**src/rtl/icache_refill_arbiter_if.sv**
```systemverilog
// Bundle of request, memory and response signals around the icache refill arbiter.
// The arbiter connects through the slave modport; the icache/memory side uses master.
interface icache_refill_arbiter_if #(
  parameter int PLEN   = 32,
  parameter int LINE_W = 256
);

  typedef struct packed {
    logic            valid;
    logic [PLEN-1:0] addr;
    logic            is_prefetch;
  } icache2mem_req_t;

  typedef struct packed {
    logic              valid;
    logic              ready;
    logic [LINE_W-1:0] data;
    logic              is_prefetch;
  } mem2icache_rsp_t;

  logic              dmd_valid_i;
  logic [PLEN-1:0]   dmd_addr_i;
  logic              dmd_ready_o;
  logic              pf_valid_i;
  logic [PLEN-1:0]   pf_addr_i;
  logic              pf_ready_o;
  logic              flush_i;
  icache2mem_req_t   mem_req_o;
  mem2icache_rsp_t   mem_rsp_i;
  logic              dmd_rsp_valid_o;
  logic              pf_rsp_valid_o;
  logic [PLEN-1:0]   rsp_addr_o;
  logic [LINE_W-1:0] rsp_data_o;
  logic              busy_o;

  modport slave (
    input  dmd_valid_i, dmd_addr_i, pf_valid_i, pf_addr_i, flush_i, mem_rsp_i,
    output dmd_ready_o, pf_ready_o, mem_req_o, dmd_rsp_valid_o, pf_rsp_valid_o,
           rsp_addr_o, rsp_data_o, busy_o
  );

  modport master (
    output dmd_valid_i, dmd_addr_i, pf_valid_i, pf_addr_i, flush_i, mem_rsp_i,
    input  dmd_ready_o, pf_ready_o, mem_req_o, dmd_rsp_valid_o, pf_rsp_valid_o,
           rsp_addr_o, rsp_data_o, busy_o
  );

endinterface

```
**src/rtl/icache_refill_arbiter.sv**
```systemverilog
// Shares the single icache refill port between demand misses and the prefetcher.
// One transaction in flight; demand wins unless a waiting prefetch has been starved
// long enough. A demand for the line a prefetch is already fetching rides along on it.
module icache_refill_arbiter #(
  parameter int PLEN      = 32,
  parameter int LINE_W    = 256,
  parameter int PF_STARVE = 8
) (
  input logic                   clk_i,
  input logic                   rst_i,
  icache_refill_arbiter_if.slave bus
);

  localparam int OFS_W = $clog2(LINE_W / 8);
  localparam int SW    = $clog2(PF_STARVE + 1);
  localparam logic [SW-1:0] STARVE_MAX = SW'(PF_STARVE);

  typedef enum logic [1:0] {
    S_IDLE,
    S_ISSUE,
    S_WAIT
  } state_e;

  state_e            state_q, state_d;
  logic [SW-1:0]     starve_q, starve_d;
  logic [PLEN-1:0]   addr_q, addr_d;
  logic              tag_d_q, tag_d_d;
  logic              tag_p_q, tag_p_d;
  logic              drop_q, drop_d;
  logic              issued_pf_q, issued_pf_d;
  logic              rsp_dmd_q, rsp_dmd_d;
  logic              rsp_pf_q, rsp_pf_d;
  logic [PLEN-1:0]   rsp_addr_q, rsp_addr_d;
  logic [LINE_W-1:0] rsp_data_q, rsp_data_d;

  logic [PLEN-1:0]   dmd_line;
  logic [PLEN-1:0]   pf_line;
  logic              force_pf;
  logic              grant_pf;
  logic              grant_dmd;
  logic              drop_now;
  logic              merge;

  assign dmd_line  = {bus.dmd_addr_i[PLEN-1:OFS_W], {OFS_W{1'b0}}};
  assign pf_line   = {bus.pf_addr_i[PLEN-1:OFS_W], {OFS_W{1'b0}}};
  assign force_pf  = bus.pf_valid_i && (starve_q == STARVE_MAX);
  assign grant_pf  = (state_q == S_IDLE) && bus.pf_valid_i && (force_pf || !bus.dmd_valid_i);
  assign grant_dmd = (state_q == S_IDLE) && bus.dmd_valid_i && !grant_pf;
  // A flush arriving in the same cycle already counts as a drop, so a demand is never
  // merged onto a transaction whose response is about to be thrown away.
  assign drop_now  = drop_q || bus.flush_i;
  assign merge     = ((state_q == S_ISSUE) || (state_q == S_WAIT)) && tag_p_q && !tag_d_q &&
                     !drop_now && bus.dmd_valid_i && (dmd_line == addr_q);

  // State and datapath registers with synchronous reset
  always_ff @(posedge clk_i) begin
    if (rst_i) begin
      state_q     <= S_IDLE;
      starve_q    <= '0;
      addr_q      <= '0;
      tag_d_q     <= 1'b0;
      tag_p_q     <= 1'b0;
      drop_q      <= 1'b0;
      issued_pf_q <= 1'b0;
      rsp_dmd_q   <= 1'b0;
      rsp_pf_q    <= 1'b0;
      rsp_addr_q  <= '0;
      rsp_data_q  <= '0;
    end else begin
      state_q     <= state_d;
      starve_q    <= starve_d;
      addr_q      <= addr_d;
      tag_d_q     <= tag_d_d;
      tag_p_q     <= tag_p_d;
      drop_q      <= drop_d;
      issued_pf_q <= issued_pf_d;
      rsp_dmd_q   <= rsp_dmd_d;
      rsp_pf_q    <= rsp_pf_d;
      rsp_addr_q  <= rsp_addr_d;
      rsp_data_q  <= rsp_data_d;
    end
  end

  // Next-state logic for the FSM and the transaction bookkeeping
  always_comb begin
    state_d     = state_q;
    starve_d    = starve_q;
    addr_d      = addr_q;
    tag_d_d     = tag_d_q;
    tag_p_d     = tag_p_q;
    drop_d      = drop_q;
    issued_pf_d = issued_pf_q;
    rsp_dmd_d   = 1'b0;
    rsp_pf_d    = 1'b0;
    rsp_addr_d  = rsp_addr_q;
    rsp_data_d  = rsp_data_q;
    case (state_q)
      S_IDLE: begin
        drop_d = 1'b0;
        if (grant_dmd) begin
          state_d = S_ISSUE;
          addr_d  = dmd_line;
          tag_d_d = 1'b1;
          tag_p_d = 1'b0;
          if (bus.pf_valid_i && (starve_q != STARVE_MAX)) begin
            starve_d = starve_q + 1'b1;
          end
        end else if (grant_pf) begin
          state_d  = S_ISSUE;
          addr_d   = pf_line;
          tag_d_d  = 1'b0;
          tag_p_d  = 1'b1;
          starve_d = '0;
        end
      end
      S_ISSUE: begin
        if (bus.flush_i) drop_d = 1'b1;
        if (merge) tag_d_d = 1'b1;
        if (bus.mem_rsp_i.ready) begin
          state_d     = S_WAIT;
          issued_pf_d = tag_p_q & ~tag_d_q;
        end
      end
      S_WAIT: begin
        if (bus.flush_i) drop_d = 1'b1;
        if (merge) tag_d_d = 1'b1;
        if (bus.mem_rsp_i.valid) begin
          state_d    = S_IDLE;
          rsp_dmd_d  = (tag_d_q | merge) & ~drop_now;
          rsp_pf_d   = tag_p_q & ~drop_now;
          rsp_addr_d = addr_q;
          rsp_data_d = bus.mem_rsp_i.data;
          tag_d_d    = 1'b0;
          tag_p_d    = 1'b0;
          drop_d     = 1'b0;
        end
      end
      default: state_d = S_IDLE;
    endcase
  end

  // Output decode; everything is held low while reset is asserted
  always_comb begin
    bus.dmd_ready_o     = 1'b0;
    bus.pf_ready_o      = 1'b0;
    bus.mem_req_o       = '0;
    bus.busy_o          = 1'b0;
    bus.dmd_rsp_valid_o = 1'b0;
    bus.pf_rsp_valid_o  = 1'b0;
    bus.rsp_addr_o      = rsp_addr_q;
    bus.rsp_data_o      = rsp_data_q;
    if (!rst_i) begin
      bus.busy_o          = (state_q != S_IDLE);
      bus.dmd_rsp_valid_o = rsp_dmd_q;
      bus.pf_rsp_valid_o  = rsp_pf_q;
      case (state_q)
        S_IDLE: begin
          bus.dmd_ready_o = grant_dmd;
          bus.pf_ready_o  = grant_pf;
        end
        S_ISSUE: begin
          bus.dmd_ready_o           = merge;
          bus.mem_req_o.valid       = 1'b1;
          bus.mem_req_o.addr        = addr_q;
          bus.mem_req_o.is_prefetch = tag_p_q & ~tag_d_q;
        end
        S_WAIT: begin
          bus.dmd_ready_o = merge;
        end
        default: ;
      endcase
    end
  end

  // Memory must only answer while a response is expected
  a_rsp_in_wait : assert property (@(posedge clk_i) disable iff (rst_i)
    bus.mem_rsp_i.valid |-> (state_q == S_WAIT));

  // The returned prefetch flag must echo the one that went out with the request
  a_rsp_kind : assert property (@(posedge clk_i) disable iff (rst_i)
    ((state_q == S_WAIT) && bus.mem_rsp_i.valid) |-> (bus.mem_rsp_i.is_prefetch == issued_pf_q));

endmodule

```
**src/flat_wrapper.sv**
```systemverilog
// flat-port wrapper written by rule: the top's interface ports become plain ports
module icache_refill_arbiter_flat 
#(
  parameter int PLEN      = 32,
  parameter int LINE_W    = 256,
  parameter int PF_STARVE = 8
)
  (clk_i, rst_i, bus_dmd_valid_i, bus_dmd_addr_i, bus_pf_valid_i, bus_pf_addr_i, bus_flush_i, bus_mem_rsp_i, bus_dmd_ready_o, bus_pf_ready_o, bus_mem_req_o, bus_dmd_rsp_valid_o, bus_pf_rsp_valid_o, bus_rsp_addr_o, bus_rsp_data_o, bus_busy_o);
  icache_refill_arbiter_if #(.PLEN(PLEN), .LINE_W(LINE_W)) bus_i ();
  input logic clk_i;
  input logic rst_i;
  input wire logic [$bits(bus_i.dmd_valid_i)-1:0] bus_dmd_valid_i;
  input wire logic [$bits(bus_i.dmd_addr_i)-1:0] bus_dmd_addr_i;
  input wire logic [$bits(bus_i.pf_valid_i)-1:0] bus_pf_valid_i;
  input wire logic [$bits(bus_i.pf_addr_i)-1:0] bus_pf_addr_i;
  input wire logic [$bits(bus_i.flush_i)-1:0] bus_flush_i;
  input wire logic [$bits(bus_i.mem_rsp_i)-1:0] bus_mem_rsp_i;
  output wire logic [$bits(bus_i.dmd_ready_o)-1:0] bus_dmd_ready_o;
  output wire logic [$bits(bus_i.pf_ready_o)-1:0] bus_pf_ready_o;
  output wire logic [$bits(bus_i.mem_req_o)-1:0] bus_mem_req_o;
  output wire logic [$bits(bus_i.dmd_rsp_valid_o)-1:0] bus_dmd_rsp_valid_o;
  output wire logic [$bits(bus_i.pf_rsp_valid_o)-1:0] bus_pf_rsp_valid_o;
  output wire logic [$bits(bus_i.rsp_addr_o)-1:0] bus_rsp_addr_o;
  output wire logic [$bits(bus_i.rsp_data_o)-1:0] bus_rsp_data_o;
  output wire logic [$bits(bus_i.busy_o)-1:0] bus_busy_o;
  assign bus_i.dmd_valid_i = bus_dmd_valid_i;
  assign bus_i.dmd_addr_i = bus_dmd_addr_i;
  assign bus_i.pf_valid_i = bus_pf_valid_i;
  assign bus_i.pf_addr_i = bus_pf_addr_i;
  assign bus_i.flush_i = bus_flush_i;
  assign bus_i.mem_rsp_i = bus_mem_rsp_i;
  assign bus_dmd_ready_o = bus_i.dmd_ready_o;
  assign bus_pf_ready_o = bus_i.pf_ready_o;
  assign bus_mem_req_o = bus_i.mem_req_o;
  assign bus_dmd_rsp_valid_o = bus_i.dmd_rsp_valid_o;
  assign bus_pf_rsp_valid_o = bus_i.pf_rsp_valid_o;
  assign bus_rsp_addr_o = bus_i.rsp_addr_o;
  assign bus_rsp_data_o = bus_i.rsp_data_o;
  assign bus_busy_o = bus_i.busy_o;
  icache_refill_arbiter #(.PLEN(PLEN), .LINE_W(LINE_W), .PF_STARVE(PF_STARVE)) u_core (.clk_i(clk_i), .rst_i(rst_i), .bus(bus_i));
endmodule
```
**config.mk**
```make
export PLATFORM = sky130hd
export DESIGN_NAME = icache_refill_arbiter_flat
export DESIGN_NICKNAME = d
export VERILOG_FILES = /design/src/rtl/icache_refill_arbiter_if.sv /design/src/rtl/icache_refill_arbiter.sv /design/src/flat_wrapper.sv
export SDC_FILE = /design/constraint.sdc
export NUM_CORES = 1
export LEC_CHECK = 0
export CAP_MARGIN = 10
export CORE_AREA = 2 2 254 256
export DETAILED_ROUTE_END_ITERATION = 8
export DIE_AREA = 0 0 256 258
export PLACE_DENSITY = 0.5
export SKIP_LAST_GASP = 1
export SLEW_MARGIN = 20
export SYNTH_ARGS = -nofsm -noshare
export SYNTH_HDL_FRONTEND = slang
export SYNTH_SLANG_ARGS = --single-unit
```
**constraint.sdc**
```tcl
create_clock -name clk_i -period 2.23 [get_ports clk_i]
set_input_delay 0.223 -clock clk_i [delete_from_list [all_inputs] [get_ports clk_i]]
set_output_delay 0.223 -clock clk_i [all_outputs]
set_load 0.02 [all_outputs]
```
==> results of run 1 <==
## layout by cell type (no fill, tap or decap), drive strengths merged, types with 2 or more instances in the layout
| cell | netlist | routed |
|---|---|---|
| a211oi | 3 | 3 |
| a21oi | 290 | 290 |
| a311oi | 27 | 27 |
| and2 | 29 | 29 |
| and3 | 4 | 4 |
| buf | 46 | 119 |
| bufinv | 0 | 2 |
| clkbuf | 79 | 60 |
| clkdlybuf4s50 | 0 | 600 |
| clkinv | 0 | 7 |
| conb | 1 | 10 |
| dfxtp | 321 | 321 |
| ha | 8 | 8 |
| inv | 8 | 8 |
| mux2i | 3 | 3 |
| nand2 | 625 | 625 |
| nand3 | 4 | 4 |
| nand3b | 2 | 2 |
| nand4 | 6 | 6 |
| nor2 | 36 | 36 |
| nor2b | 5 | 5 |
| nor4 | 4 | 4 |
| o21ai | 6 | 6 |
| xnor2 | 16 | 16 |
| xor2 | 11 | 11 |
## flip-flops by register name, indices dropped and copies added, names as in the netlist
| name | cells |
|---|---|
| u_core.drop_q | 1 |
| u_core.addr_q | 27 |
| u_core.bus.rsp_addr_o | 27 |
| u_core.starve_q | 4 |
| u_core.bus.rsp_data_o | 256 |
| u_core.state_q | 2 |
| u_core.rsp_pf_q | 1 |
| u_core.tag_p_q | 1 |
| u_core.rsp_dmd_q | 1 |
| u_core.tag_d_q | 1 |
## kinds of logic after synthesis
family / Yosys count
AND/OR/NAND/NOR: 720
flip-flops: 321
buffers and inverters: 133
AO/OA/AOI/OAI: 329
multiplexers: 3
XOR/XNOR: 27
other: 1
adder cells (fa/ha/maj): 8
## worst reg2reg max path, delay by kind of cell, from the launching register on
kind	cells	cell delay (ns)
buffers and inverters	2	0.22
AND/OR/NAND/NOR	1	0.05
multiplexers	1	0.26
AO/OA/AOI/OAI	2	0.72
flip-flops	1	0.32
adder cells (fa/ha/maj)	1	0.19
## power groups by stage
| stage | sequential, mW | clock, mW | combinational [mW] |
|---|---|---|---|
| after floorplan | 7.30 | 0 | 1.99 |
| after global placement | 6.80 | 0 | 5.22 |
| after detailed placement | 6.83 | 0 | 5.24 |
| final | 6.73 | 6.33 | 5.40 |
| after global routing | 6.79 | 6.79 | 5.83 |
| after CTS | 6.71 | 6.57 | 5.21 |
## per-stage QoR
stage / power [mW] / cells
2_1_floorplan: 9.287 / 1551
3_3_place_gp: 12.02 / 2999
3_5_place_dp: 12.07 / 2999
4_1_cts: 18.49 / 3066
5_1_grt: 19.41 / 3072
6_report: 18.46 / 3072
## repair_timing
| item | 4_1_cts | 5_1_grt |
|---|---|---|
| hold buffers | 1 | 0 |
| resized for setup | 126 | 74 |
| setup buffers | 0 | 2 |
| endpoints found under the setup margin | 32 | 32 |
| gates cloned | 0 | 3 |
| endpoints found under the hold margin | 2 | 0 |
| pin swaps | 3 | 24 |
## final cells by class
type / instances / share of cell area, %
timing repair buffer: 724 / 34.03
sequential: 321 / 30.46
clock inverter: 9 / 0.4677
antenna: 1 / 0.01184
tap: 855 / 5.062
multi-input combinational: 1097 / 24.31
inverter: 8 / 0.1421
clock buffer: 57 / 5.517
## routing by layer
metal | vias to the layer above | part of all wire [%] | track usage (%)
met4 | 6 | 3.0 | 4.906
met3 | 81 | 7.1 | 4.329
met5 | - | 0.088 | 0
li1 | 6280 | - | -
met1 | 5856 | 40 | 16.34
met2 | 445 | 49 | 24.89
## path summary, 6_finish.rpt
| check | endpoint |
|---|---|
| max | bus_dmd_ready_o |
| min | u_core.rsp_pf_q |
| max reg2reg | u_core.state_q[0] |
| min reg2reg | u_core.bus.rsp_data_o[111] |
==> metrics.md, run 1 <==
| Metric | Value |
|---|---|
| Worst reg2reg startpoint | u_core.state_q[0] |
| Post-synth top area share | ~54% |
| Max Cap Viol | 0 |
| Status | finished, violations left |
| Post-synth cell types | 33 |
| Hold_sp | rst_i |
| Max clock buf depth | 3 |
| Crit share post-route | 101.2% |
| Initial Util | between 10% and 20% |
| Number of enable flip-flop cells after synthesis | 0 |
| Crit path max-delay cell type | dfxtp_1 |
| Required @ worst endpoint | about 2.0 ns |
| RSZ-0062 raised after global routing | true |
| Drt initial violations | roughly 620 |
| Area grow syn2layout | 76.03% |
| Place WS | -0.4307 ns |
| Leak | ~7.4 nW |
| GPL Wtd Cong | 0.8940 |
| Worst skew pair latency | between 0.5 and 0.6 ns |
| Seq. cell area | between 6000 and 7000 um^2 |
| Min-Delay Path Depth | 3 |
| Rows | just over 90 |
| Largest family of logic cells by synthesized area | simple AND/OR/NAND/NOR gates |
| Critical Path Start | u_core.addr_q[27] |
| Sequential share of the synthesized area | between 50% and 60% |
| TritonCTS clock tree | yes |
| Xor-xnor portion of the synthesized cell area | ~2.0% |
| Combinational power share | 29.3% |
| DRT Pass-1 Iters | 5 |
| Internal Pwr Total | around 13 mW |
| Chip height | between 200 and 300 um |
| Share of layout cells above drive strength 1 | approximately 9.6% |
| Fillers | between 6,000 and 7,000 |
| Final hold vios | 0 |
| Failing checks | setup timing |
| Area after DPL | between 15,000 and 20,000 um^2 |
| Crit. path cell count | 6 |
| Pwr Density | 873.6 nW/um^2 |
| Fmax | roughly 440 MHz |
| Clock sinks | 321 |
| Avg WL per Cell | ~16 um |
| Synth area leaders | dfxtp_1 54%, nand2_1 20%, a21oi_1 12% |
| Worst Tran Pin Value | just under 0.8 ns |
| Post-synthesis mux area share | less than 1% |
| Critical path arrival | 2.03 ns |
| Commonest cells post-synth | 625 x nand2_1, 321 x dfxtp_1, 290 x a21oi_1 |
| Post-synth ARST share | 0% |
| Post-route clock skew | 0.01194 ns |
| PortBufs | approximately 630 |
| Synth warn | 0 |
| Reg-to-reg setup timing slack | ~0.34 ns |
| Total gr overflow | 0 |
| Fin Hold WS | about 0.083 ns |
| Die W | between 200 and 300 um |
| Clk pwr share | 34.3% |
| # DRC | 0 |
| Post-DR vias/cell | slightly above 4 |
| Slew HR | around 47% |
| Overall Global Routing Usage | 14.19% |
| Largest net degree at the start of global routing | about 140 |
| Psw | approximately 5.7 mW |
| Post-Synth Adder-Cell Area | less than 1% |
| Worst setup EP type | output pin |
| Worst Reg2Reg Path Length in Cells | 7 |
| Compound-cell area share of the yosys netlist | 14.74% |
| DR vias | ~13,000 |
| CTS Buf Count | 40 |
| Routed WL | between 50,000 and 60,000 um |
| Final instance area | about 21,000 um^2 |
| Post-Syn Area | 12,010 um^2 |
| Synth Register Bits | between 300 and 400 |
| Worst Setup Start Kind | flop |
| Fin. max-slew vios | 0 |
| Top-count cell post-synth | nand2_1 |
| Post-Syn Area per Cell | 7.786 um^2 |
| First-pass GRT wire length | 74,380 um |
| Simple-Gate Fraction of Synth Area | 23.81% |
| Hold WC Path Type | in -> reg |
| DPL Wire Length | 37,350 um |
| Crit-path max FO | 2 |
| Finished Core Util | 33.21% |
| Post-layout worst setup margin | -0.02730 ns |
| Net Sw Frac | between 30% and 40% |
| CP Cell Sequence | xnor2_1 -> nand4_1 -> nor4_2 -> nand4_1 -> a211oi_2 -> buf_4 |
| Number of nets in the layout | 2,528 |
| Boundary pin count | about 660 |
| Most Frequent Cell on Critical Path | nand4_1 |
| Mapped Cells | around 1,500 |
| CP top delay family | simple AND/OR/NAND/NOR gates |
| Number of global-route vias before repair | 12,365 |
| Total die area | about 66,000 um^2 |
| CTS root buffer | clkbuf_16 |
| Clock transition at the registers of the reported paths | around 0.05 ns |
| CP peak stage delay | 0.32 ns |
| Multi-input gate area | slightly above 5000 um^2 |
| Initial antenna violation count | 4 |
| Final min period | ~2.3 ns |
| H-tree depth reported by CTS | 2 |
| Setup_tns | -0.02730 ns |
| WP buf/inv | 1 |
| Max IR drop VDD | 0.5155 mV |
| Yosys top cell by area | dfxtp_1 |
| Reg power frac | 36.5% |
| Core ar. | 63,650 um^2 |
| Top FF cell, synth | dfxtp_1 |
| Final setup fails | 1 |
| Post-DRT Antenna Nets | 0 |
| Critical path type | reg -> out |
Power figures use the tool's default switching activity.
==> run 2, diff against run 1 <==
Settings changed: TNS_END_PERCENT from default to 5.
==> metrics.md, run 2 (synthesis gave the netlist of run 1 again) <==
| Metric | Value |
|---|---|
| Status | finished, violations left |
| Failing checks | setup timing |
| Drt initial violations | around 700 |
| Post-route clock skew | between 0.01 and 0.015 ns |
| Initial Util | a little under a fifth |
| Area after DPL | about 20,000 um^2 |
| Die W | around 260 um |
| Worst skew pair latency | 0.54 ns |
| Routed WL | 49,710 um |
| Final min period | around 2.4 ns |
| Critical path arrival | 2.19 ns |
| Min-Delay Path Depth | 3 |
| Worst reg2reg startpoint | u_core.state_q[1] |
| Max Cap Viol | 0 |
| Crit share post-route | 108.0% |
| Largest net degree at the start of global routing | approximately 140 |
| Fillers | roughly 6,700 |
| Boundary pin count | approximately 660 |
| Clock sinks | ~320 |
| CTS Buf Count | 40 |
| Worst Tran Pin Value | ~0.82 ns |
| Post-DR vias/cell | roughly 4.1 |
| Setup_tns | -2.088 ns |
| Max clock buf depth | 3 |
| Worst setup EP type | output pin |
| Slew HR | between 40% and 50% |
| Area grow syn2layout | 74.61% |
| PortBufs | 633 |
| Commonest non-fill, non-tap cell in the layout | nand2_1 |
| Largest register FFs | 256 |
| DPL Wire Length | ~37,000 um |
| Final instance area | 20,970 um^2 |
| DR vias | around 13,000 |
| DRT Pass-1 Iters | 5 |
| GPL Wtd Cong | just under 0.9 |
| Overall Global Routing Usage | between 10% and 20% |
| Highest-count cells in the layout ignoring fill and taps | 624 x nand2_1, 600 x clkdlybuf4s50_1, 321 x dfxtp_1 |
| Post-DRT Antenna Nets | 0 |
| Leak | 7.408 nW |
| Pwr Total | roughly 18 mW |
| Hold Path Sink | u_core.rsp_pf_q |
| Worst reg2reg endpoint | u_core.state_q[1] |
| First-pass GRT wire length | roughly 74,000 um |
| Total gr overflow | 0 |
| Finished Core Util | around a third |
| # DRC | 0 |
| Final hold vios | 0 |
| RSZ-0062 raised after global routing | true |
| TritonCTS clock tree | yes |
| Critical path type | reg -> out |
| Total die area | 66,050 um^2 |
| Number of global-route vias before repair | around 12,000 |
| Place WS | -0.4307 ns |
| Worst Reg2Reg Path Length in Cells | 7 |
| H-tree depth reported by CTS | 2 |
| Chip height | roughly 260 um |
| Clock transition at the registers of the reported paths | about 0.050 ns |
| Reg-to-reg setup timing slack | 0.21 ns |
| Initial antenna violation count | 4 |
| Share of layout cells above drive strength 1 | 6.784% |
| Crit-path max FO | 3 |
| Required @ worst endpoint | 2.01 ns |
| Fin. max-slew vios | 0 |
| Pwr Density | roughly 870 nW/um^2 |
| Avg WL per Cell | between 15 and 20 um |
| Number of nets in the layout | ~2,500 |
| Post-layout worst setup margin | -0.1783 ns |
| Fmax | around 420 MHz |
| Final setup fails | 29 |
| Hold_sp | rst_i |
| Max IR drop VDD | about 0.52 mV |
| Core ar. | roughly 64,000 um^2 |
| CTS root buffer | clkbuf_16 |
| Rows | between 90 and 100 |
| Hold WC Path Type | in -> reg |
| Worst Setup Start Kind | flop |
| Setup bufs post-CTS | 0 |
-- run 2: per-layer routing --
metal  vias up  share of wire, %  global-route usage (%)
met5         -             0.089                       0
met4         6               3.1                   5.052
met3        81               7.2                   4.329
met2       446                49                   24.88
met1      5819                41                   16.30
li1       6267                 -                       -
-- run 2: layout make-up --
class / count / area (um^2) / share of cell area [%]
Antenna cell: 1 / 2.502 / 0.01194
Multi-Input combinational cell: 1097 / 5045 / 24.06
Sequential cell: 321 / 6426 / 30.65
Tap cell: 855 / 1070 / 5.103
Timing Repair Buffer: 719 / 7127 / 33.99
Inverter: 8 / 30.03 / 0.1432
Clock buffer: 57 / 1166 / 5.562
Clock inverter: 9 / 98.84 / 0.4715
-- run 2: stage by stage --
step	hold slack, ns	cells
4_1_cts	0.02304	3066
3_5_place_dp	0.4460	2999
5_1_grt	0.05584	3067
2_1_floorplan	0.3590	1551
6_report	0.07367	3067
3_3_place_gp	0.4406	2999
-- run 2: worst max path at each step --
stage                                  from              end  slack [ns]  cells past startpoint
after floorplan           u_core.state_q[0]  bus_dmd_ready_o        0.34                      6
after global placement          bus_flush_i  bus_dmd_ready_o       -0.40                      7
after detailed placement        bus_flush_i  bus_dmd_ready_o       -0.43                      7
after CTS                 u_core.state_q[0]       bus_busy_o       -0.24                      5
after global routing      u_core.state_q[0]  bus_dmd_ready_o       -0.34                      7
final                     u_core.state_q[0]  bus_dmd_ready_o       -0.18                      7
-- run 2: critical path, stage by stage (launching register included) --
cell and delay, ns:
dfxtp_1 0.33, inv_1 0.06, ha_1 0.31, nand3_1 0.10, nor4_1 0.26, nand4_1 0.19
a211oi_2 0.23, buf_4 0.18
-- run 2: where the power goes --
| group | internal, mW | switching (mW) | leakage [nW] | total, mW |
|---|---|---|---|---|
| clock network | 3.84 | 2.49 | 0.628 | 6.33 |
| logic | 2.41 | 2.77 | 4.18 | 5.19 |
| registers | 6.35 | 0.359 | 2.60 | 6.71 |
| total | 12.6 | 5.62 | 7.41 | 18.2 |
-- run 2: what timing repair did --
item,CTS,global route
endpoints found under the setup margin,32,32
hold buffers,1,0
pin swaps,3,0
resized for setup,36,1
endpoints found under the hold margin,2,0
==> run 3, diff against run 2 <==
Settings changed: CORE_AREA 2 2 254 256 to 2 2 252 254, DIE_AREA 0 0 256 258 to 0 0 254 256, PLACE_DENSITY 0.5 to 0.52.
Clock period 2.23 ns to 2.1 ns, I/O delays scaled along.
==> metrics.md, run 3 (synthesis gave the netlist of run 1 again) <==
| Metric | Value |
|---|---|
| Status | finished, violations left |
| Failing checks | setup timing |
| Share of layout cells above drive strength 1 | 7.252% |
| Hold Buf Count CTS | 0 |
| WP buf/inv | 2 |
| Hold WC Path Type | in -> reg |
| CP Cell Sequence | xnor2_2 -> buf_4 -> nand4_1 -> nor4_1 -> nand4_1 -> a211oi_2 -> buf_4 |
| Worst Tran Pin Value | around 0.80 ns |
| Grt met1 use | between 10% and 20% |
| TritonCTS clock tree | yes |
| Routed WL | 49,740 um |
| Final hold vios | 0 |
| Fin Hold WS | between 0.1 and 0.15 ns |
| Fin. max-slew vios | 0 |
| Final min period | approximately 2.4 ns |
| # DRC | 0 |
| Number of global-route vias before repair | between 10,000 and 15,000 |
| Post-DRT Antenna Nets | 0 |
| Final setup fails | 30 |
| DRT Pass-1 Iters | 4 |
| Number of nets in the layout | between 2,000 and 3,000 |
| DPL Wire Length | around 37,000 um |
| Clock transition at the registers of the reported paths | ~0.060 ns |
| Die W | between 200 and 300 um |
| Crit-path max FO | 2 |
| Area grow syn2layout | 76.23% |
| Max clock buf depth | 3 |
| Total gr overflow | 0 |
| Core ar. | between 60,000 and 70,000 um^2 |
| Highest-count cells in the layout ignoring fill and taps | 624 x nand2_1, 600 x clkdlybuf4s50_1, 320 x dfxtp_1 |
| Rows | just over 90 |
| Post-route clock skew | 0.02978 ns |
| Commonest non-fill, non-tap cell in the layout | nand2_1 |
| Worst setup EP type | output pin |
| Clock sinks | 321 |
| Max IR drop VDD | around 0.57 mV |
| Overall Global Routing Usage | roughly 15% |
| Top Usage Layer GRT | met2 |
| Post-layout worst setup margin | -0.3330 ns |
| CP peak stage delay | approximately 0.33 ns |
| Critical path arrival | roughly 2.2 ns |
| Critical path type | reg -> out |
| Total die area | approximately 65,000 um^2 |
| DR vias | between 10,000 and 15,000 |
| Max Cap Viol | 0 |
| Post-DR vias/cell | between 4 and 5 |
| H-tree depth reported by CTS | 2 |
| First-pass GRT wire length | about 75,000 um |
| Slew HR | a little under half |
| Fmax | ~410 MHz |
| Initial Util | roughly a fifth |
| Worst skew pair latency | around 0.56 ns |
| Drt initial violations | between 600 and 700 |
| RSZ-0062 raised after global routing | true |
| Pwr Density | about 940 nW/um^2 |
| PortBufs | approximately 630 |
| Required @ worst endpoint | between 1.5 and 2 ns |
| Multi-input gate area | about 5100 um^2 |
| Final instance area | approximately 21,000 um^2 |
| Area after DPL | between 15,000 and 20,000 um^2 |
| Crit share post-route | 115.9% |
| Seq. cell area | 6427 um^2 |
| Largest register FFs | approximately 260 |
| Worst Setup Start Kind | flop |
| Leak | 7.490 nW |
| CP top delay family | simple AND/OR/NAND/NOR gates |
| Initial antenna violation count | 3 |
| GPL Wtd Cong | 0.8341 |
| GRT met2 Usage | between 20% and 30% |
| Largest net degree at the start of global routing | roughly 140 |
| CTS Buf Count | just over 40 |
| Boundary pin count | roughly 660 |
| Fillers | ~6,500 |
| CTS root buffer | clkbuf_16 |
| Chip height | ~260 um |
| Crit path max-delay cell type | dfxtp_2 |
| Avg WL per Cell | roughly 16 um |
| Grt met3 use | 4.149% |
==> run 3: final timing paths <==
path                             startpoint                        end  slack, ns  cells past startpoint
hold reg to reg   u_core.bus.rsp_data_o[87]  u_core.bus.rsp_data_o[87]       0.45                      2
setup / recovery          u_core.addr_q[24]            bus_dmd_ready_o      -0.33                      7
hold / removal                        rst_i          u_core.state_q[0]       0.13                      3
setup reg to reg          u_core.addr_q[24]             u_core.tag_d_q       0.20                      9
==> run 3: area by class of cell <==
| class | count | share of cell area (%) |
|---|---|---|
| tap | 846 | 5.003 |
| multi-input combinational | 1097 | 23.96 |
| sequential | 321 | 30.38 |
| timing repair buffer | 718 | 33.87 |
| inverter | 8 | 0.1419 |
| clock buffer | 67 | 6.079 |
| antenna | 3 | 0.03548 |
| clock inverter | 9 | 0.5322 |
==> run 3: timing repair <==
action | 4_1_cts | 5_1_grt
endpoints found under the hold margin | 0 | 0
setup buffers | 1 | 1
gates resized for setup | 40 | 1
setup endpoints to repair | 32 | 33
pin swaps | 3 | 0
==> run 3: power by group <==
group	total [mW]	switching (mW)	internal, mW
clock network	7.26	2.83	4.44
registers	7.13	0.387	6.74
logic	5.53	2.93	2.60
total	19.9	6.14	13.8
==> run 3: metrics by stage <==
step	cells	worst slack (ns)	total power [mW]	TNS, ns	utilization, %
6_report	3069	-0.3330	19.92	-7.257	33.91
4_1_cts	3065	-0.3524	20.21	-9.101	33.89
3_5_place_dp	2988	-0.6629	12.83	-0.6687	31.65
2_1_floorplan	1551	0.2244	9.861	0	-
5_1_grt	3068	-0.4120	20.95	-11.00	33.91
3_3_place_gp	2988	-0.6519	12.77	-0.6519	31.65
==> run 3: worst register-to-register path, cell delays in order (launching register included) <==
cell and delay (ns):
dfxtp_2 0.33, xnor2_2 0.13, buf_4 0.14, nand4_1 0.12, nor4_1 0.29, nand4_1 0.19
buf_4 0.19, buf_4 0.12, buf_4 0.13, a211oi_1 0.18
==> run 3: routing by layer <==
layer | up-vias | wire [um]
li1 | 6285 | -
met1 | 5753 | 20160
met2 | 426 | 24160
met3 | 93 | 3937
met4 | 2 | 1461
met5 | - | 13
